## src/rtl/branch_predictor.sv

```systemverilog
// branch_predictor: gshare direction predictor (8-bit BHR, 256 x 2-bit PHT)
// plus a 16-entry direct-mapped BTB for the fetch stage.
// Lookup is combinational from the table registers. Resolved-branch updates
// are applied at the clock edge once the post-reset PHT sweep has finished.
// Optional macro BP_BYPASS_EN: forward a same-cycle update into the lookup.
module branch_predictor #(
   parameter int         DBITS                           = 32,
   parameter int         from_updater_to_predictor_WIDTH = 82,
   parameter logic [1:0] PHT_INIT                        = 2'b01
) (
   input  logic                                       clk,
   input  logic                                       reset,
   input  logic                                       fetch_valid,
   input  logic [DBITS-1:0]                           fetch_pc,
   input  logic [from_updater_to_predictor_WIDTH-1:0] from_updater_to_predictor,
   output logic                                       pred_taken,
   output logic [DBITS-1:0]                           pred_pc,
   output logic [7:0]                                 pred_bhr,
   output logic [7:0]                                 pred_pht_index,
   output logic [1:0]                                 pred_pht_entry,
   output logic                                       bp_ready
);

   typedef enum logic {ST_INIT, ST_RUN} state_t;

   state_t      state_q, state_d;
   logic [7:0]  init_idx_q, init_idx_d;
   logic [7:0]  bhr_q, bhr_d;
   logic [15:0] btb_valid_q, btb_valid_d;

   logic [1:0]  pht_q [256];
   logic [25:0] btb_tag_q [16];
   logic [31:0] btb_target_q [16];

   // Update packet fields
   logic        upd_is_branch;
   logic [7:0]  upd_bhr;
   logic [7:0]  upd_pht_index;
   logic [1:0]  upd_pht_entry;
   logic [3:0]  upd_btb_index;
   logic [25:0] upd_btb_tag;
   logic        upd_btb_valid;
   logic [31:0] upd_btb_target;
   logic        upd_fire;

   assign upd_is_branch  = from_updater_to_predictor[81];
   assign upd_bhr        = from_updater_to_predictor[80:73];
   assign upd_pht_index  = from_updater_to_predictor[72:65];
   assign upd_pht_entry  = from_updater_to_predictor[64:63];
   assign upd_btb_index  = from_updater_to_predictor[62:59];
   assign upd_btb_tag    = from_updater_to_predictor[58:33];
   assign upd_btb_valid  = from_updater_to_predictor[32];
   assign upd_btb_target = from_updater_to_predictor[31:0];

   // Updates are only accepted once the tables are initialised
   assign upd_fire = (state_q == ST_RUN) && upd_is_branch;

   // PC word-offset bits never take part in indexing or tagging
   logic unused_pc_bits;
   assign unused_pc_bits = ^fetch_pc[1:0];

   // Table write port and control state
   logic       pht_we;
   logic [7:0] pht_waddr;
   logic [1:0] pht_wdata;
   logic       btb_we;

   // Next-state: init sweep in INIT, resolved-branch updates in RUN
   always_comb begin
      state_d     = state_q;
      init_idx_d  = init_idx_q;
      bhr_d       = bhr_q;
      btb_valid_d = btb_valid_q;
      pht_we      = 1'b0;
      pht_waddr   = upd_pht_index;
      pht_wdata   = upd_pht_entry;
      btb_we      = 1'b0;
      case (state_q)
         ST_INIT: begin
            pht_we     = 1'b1;
            pht_waddr  = init_idx_q;
            pht_wdata  = PHT_INIT;
            init_idx_d = init_idx_q + 8'd1;
            if (init_idx_q == 8'hFF) begin
               state_d = ST_RUN;
            end
         end
         ST_RUN: begin
            if (upd_is_branch) begin
               bhr_d                      = upd_bhr;
               pht_we                     = 1'b1;
               btb_we                     = 1'b1;
               btb_valid_d[upd_btb_index] = upd_btb_valid;
            end
         end
         default: state_d = ST_INIT;
      endcase
   end

   // Control registers: async active-low reset restarts the sweep
   always_ff @(posedge clk or negedge reset) begin
      if (!reset) begin
         state_q     <= ST_INIT;
         init_idx_q  <= 8'd0;
         bhr_q       <= 8'd0;
         btb_valid_q <= 16'd0;
      end else begin
         state_q     <= state_d;
         init_idx_q  <= init_idx_d;
         bhr_q       <= bhr_d;
         btb_valid_q <= btb_valid_d;
      end
   end

   // Table storage: no reset, PHT is filled by the sweep, BTB gated by valid bits
   always_ff @(posedge clk) begin
      if (pht_we) begin
         pht_q[pht_waddr] <= pht_wdata;
      end
      if (btb_we) begin
         btb_tag_q[upd_btb_index]    <= upd_btb_tag;
         btb_target_q[upd_btb_index] <= upd_btb_target;
      end
   end

   logic [7:0]  look_bhr;
   logic [7:0]  look_idx;
   logic [3:0]  look_btb_i;
   logic [1:0]  look_pht;
   logic        look_valid;
   logic [25:0] look_tag;
   logic [31:0] look_target;
   logic        look_hit;
   logic        look_run;

   // Combinational lookup, optionally forwarding a same-cycle update
   always_comb begin
      look_run    = (state_q == ST_RUN);
      look_bhr    = bhr_q;
`ifdef BP_BYPASS_EN
      if (upd_fire) begin
         look_bhr = upd_bhr;
      end
`endif
      look_idx    = fetch_pc[9:2] ^ look_bhr;
      look_btb_i  = fetch_pc[5:2];
      look_pht    = pht_q[look_idx];
      look_valid  = btb_valid_q[look_btb_i];
      look_tag    = btb_tag_q[look_btb_i];
      look_target = btb_target_q[look_btb_i];
`ifdef BP_BYPASS_EN
      if (upd_fire && (upd_pht_index == look_idx)) begin
         look_pht = upd_pht_entry;
      end
      if (upd_fire && (upd_btb_index == look_btb_i)) begin
         look_valid  = upd_btb_valid;
         look_tag    = upd_btb_tag;
         look_target = upd_btb_target;
      end
`endif
      look_hit       = look_valid && (look_tag == fetch_pc[31:6]);
      pred_taken     = look_run && fetch_valid && look_hit && look_pht[1];
      pred_pc        = pred_taken ? DBITS'(look_target) : (fetch_pc + DBITS'(4));
      pred_bhr       = look_bhr;
      pred_pht_index = look_idx;
      pred_pht_entry = look_run ? look_pht : PHT_INIT;
      bp_ready       = look_run;
   end

endmodule

```

## config.mk

```make
export PLATFORM = sky130hd
export DESIGN_NAME = branch_predictor
export DESIGN_NICKNAME = d
export VERILOG_FILES = /design/src/rtl/branch_predictor.sv
export SDC_FILE = /design/constraint.sdc
export NUM_CORES = 2
export LEC_CHECK = 0
export CORE_ASPECT_RATIO = 1.5
export CORE_UTILIZATION = 60
export CTS_CLUSTER_DIAMETER = 80
export DETAILED_ROUTE_END_ITERATION = 16
export MAX_ROUTING_LAYER = met4
export PLACE_DENSITY = 0.88
export SLEW_MARGIN = 20
export SYNTH_ARGS = -nofsm -noshare
export SYNTH_HDL_FRONTEND = slang
export SYNTH_SLANG_ARGS = --single-unit
```

## constraint.sdc

```tcl
create_clock -name clk -period 8.7 [get_ports clk]
set_clock_uncertainty 0.15 [all_clocks]
set_input_delay 1.305 -clock clk [delete_from_list [all_inputs] [get_ports clk]]
set_output_delay 1.305 -clock clk [all_outputs]
set_load 0.05 [all_outputs]
```

==> out/qor_table.md <==
| Step | Item | Value |
| --- | --- | --- |
| grt | Final global-route overflow total | 0 |
| worst hold path | Class of the worst hold path | register to register |
| cts | Number of H-tree levels | 4 |
| yosys | Portion of the post-synthesis area used by sequential elements | 0.745 |
| finish | Relative area change from synthesis to final layout | 13.0% |
| yosys | Most frequently used cell type in the post-synthesis netlist | edfxtp_1 |
| finish | Count of placed standard cells in the final layout, fillers left out | 4503 |
| routing | Post-DRT Antenna Nets | 0 |
| sta | Number of hold violations in the final report | 0 |
| sta | Final worst-path cycle share | 0.935 |
| worst setup path | Cell type group with the largest total delay on the critical path | buffers and inverters |
| yosys | Commonest cells in the netlist | edfxtp_1 (1440), mux4_2 (420), nor2_1 (310) |
| finish | End-of-flow core utilization | 0.686 |
| routing | First-pass detailed-route iteration total | 12 |
| sta | Final count of pins violating max slew | 0 |
| floorplan | Floorplan die area | 99900 sq um |
| routing | Total vias in the final route | 32200 |
| placement | Final estimated routing congestion in global placement | 0.977 |
| yosys | Top area cells in the synthesized netlist | edfxtp_1 (73%), mux4_2 (16%), nor2_1 (2.0%) |
| grt | Overall track demand over capacity in global routing | 0.344 |
| yosys | Mapped Nets | 3000 |
| routing | DRC violation count after routing | 0 |
| grt | Number of antenna violations at the first check in global routing | 17 |
| floorplan | Initial Utilization | 0.608 |
| worst setup path | Worst path slowest cell | buf_12 |
| cts | Clk_lat worst skew | 780 ps |
| worst setup path | Worst path max stage delay | 650 ps |
| yosys | Total of flip-flops plus latches after synthesis | 1473 |
| worst setup path | Cell Chain, Critical Path | buf_8 > buf_12 > mux4_2 > xnor2_1 > o21ai_0 > nor4_1 > a21oi_1 > o21ai_0 > nand4_1 > nor4_4 > buf_12 > mux2_1 > buf_4 |
| finish | Share of layout cells above drive strength 1 | 0.253 |
| worst setup path | Maximum net fanout on the critical path | 153 |
| worst setup path | Reg-to-reg slack, setup | 4580 ps |
| sta | Max Clk Rate | 123 MHz |
| yosys | Predominant post-synthesis flop cell | edfxtp_1 |
| routing | 1st-iter DRT viols | 5022 |
| yosys | Number of flops mapped to enable cells by yosys | 1440 |
| yosys | Proportion of register bits with asynchronous set or reset after synthesis | 0.0224 |
| routing | Number of vias per cell after detailed routing | 7.15 |
| power | Sum of internal, switching and leakage power | 14.4 mW |
| cts | Post-CTS Hold Fix Bufs | 0 |
| cts | CTS sink cnt | 1473 |
| power | Leakage | 20.2 nW |
| worst setup path | Setup crit start kind | input pin |
| status | Outcome | finished clean |
| yosys | Number of warning messages in the yosys log | 0 |
| worst setup path | Critical path data arrival time | 6680 ps |
| yosys | Post-synth top area cell | edfxtp_1 |
| placement | Number of buffer cells added on primary ports | 168 |
| floorplan | Die Height | 387 um |
| power | Worst vdd ir | 0.000249 V |
| yosys | Cell area after synthesis | 59200 sq um |
| routing | Detail-routed net length per standard cell | 36.6 um |
| power | Power density over cell area | 215 nW/um^2 |
| grt | Pin count of the biggest net entering global routing | 154 |
| floorplan | Num ports | 169 |
| cts | TritonCTS Buffers | 134 |
| yosys | Post-synthesis area per instance | 20.5 sq um |
| grt | Number of global-route vias before repair | 33200 |
| worst setup path | Data required time at the worst endpoint | 7240 ps |
| cts | Cell at the root of the clock tree | clkbuf_16 |
| sta | Least-Margin Pin Slew | 1310 ps |
| sta | RSZ-0062 raised after global routing | no |
| floorplan | Placement Rows | 140 |
| cts | Maximum clock insertion buffer count | 3 |
| cts | Post-cts repair resize count | 0 |
| cts | Clock slew at the register clock pins of the worst setup and hold paths | 60 ps |
| grt | First-pass GRT wire length | 232000 um |
| sta | Final-layout setup total negative slack | 0 ps |
| sta | Post-layout min period | 8140 ps |
| routing | Routed wire length | 165000 um |
| yosys | Portion of synthesized cell area occupied by the leading cell type | 0.731 |
| worst setup path | Sum of buffers and inverters on the critical path | 4 |
| sta | Setup violation total in the final timing report | 0 |
| yosys | Distinct cell type count of the synthesized netlist | 62 |
| worst setup path | Critical path class | input pin to output port |
| cts | Buffers inserted by post-CTS timing repair | 0 |
| sta | Worst rel slew slack | 0.125 |
| placement | Placed cells | 4240 |
| yosys | Post-synthesis instance total | 2881 |
| floorplan | Die width | 258 um |
| run | Max Cap Viol | 0 |
| finish | Net count, final | 3218 |
| floorplan | Core footprint | 97400 sq um |
| worst setup path | Kind of end point of the critical path | output port |
| placement | HPWL after detailed placement | 92600 um |
| sta | Tightest hold margin | 367 ps |
| cts | CTS tree | yes |
==> cell families (layout without fill, tap and decap cells) <==
kind of cell,count (synthesis),in the layout,synth area share
xor+xnor,60,60,0.00964
mux,518,518,0.179
other cells,0,19,0
fa+ha+maj,2,2,0.000423
flops,1473,1473,0.745
buf+inv,193,518,0.0151
compound gates,120,120,0.0147
simple gates,515,515,0.0366
==> metrics by stage <==
stage                     setup slack (ps)  cell area [sq um]
after global routing                   602              66800
after CTS                             1130              66800
final                                  561              66900
after detailed placement              1180              62400
after global placement                1220              62400
after floorplan                       1880              59200
==> registers in the layout (all words and copies together), names as in the netlist <==
name and cells:
bp_ready 1, btb_tag_q 416, btb_target_q 512, btb_valid_q 16
init_idx_q 8, pht_q 512, pred_bhr 8
==> cells in the final DEF (no fill, tap or decap), types with 21 or more instances in the layout <==
cell type        synthesis  layout
inv_1                   30      29
o22ai_1                 21      21
buf_4                   10      94
clkbuf_16                0     135
edfxtp_1              1440    1440
xnor2_1                 45      45
nor2_1                 310     297
clkinv_1                 3      27
mux2i_1                 36      36
nand3_1                 27      27
dfrtp_1                 33      33
mux2_2                  33      33
clkdlybuf4s50_1          0     131
clkbuf_1                88      25
mux4_2                 420     420
nand2_1                103     101
==> final timing paths <==
check	startpoint	endpoint	cells past startpoint
max	fetch_pc[3]	pred_pc[29]	13
min	btb_valid_q[12]	btb_valid_q[12]	1
max reg2reg	bp_ready	btb_valid_q[5]	7
min reg2reg	btb_valid_q[12]	btb_valid_q[12]	1
max in group asynchronous	reset	init_idx_q[1]	1
min in group asynchronous	reset	pred_bhr[7]	1
==> power by group <==
| group | internal, mW | leakage [nW] | switching, mW | total, mW |
|---|---|---|---|---|
| Combinational | 0.280 | 5.30 | 0.420 | 0.700 |
| Sequential | 7.74 | 12.8 | 0 | 7.74 |
| Clock | 3.23 | 2.10 | 2.69 | 5.92 |
| Total | 11.3 | 20.2 | 3.11 | 14.4 |
==> layout make-up <==
class	count	area [sq um]
repair buffers	240	2300
multi-input cells	1215	14400
flip-flops and latches	1473	44100
diodes	19	47.5
clock inverters	78	790
inverters	35	135
clock buffers	165	3540
well taps	1278	1600
fillers	5487	30500
==> metal layers <==
| metal | GRT usage | wire [um] | up-vias |
|---|---|---|---|
| li1 | - | - | 12300 |
| met1 | 0.382 | 48600 | 16100 |
| met2 | 0.553 | 84300 | 3005 |
| met3 | 0.0786 | 19100 | 779 |
| met4 | 0.232 | 12800 | 0 |
| met5 | - | 0 | - |
(Power assumes the default switching activity.)
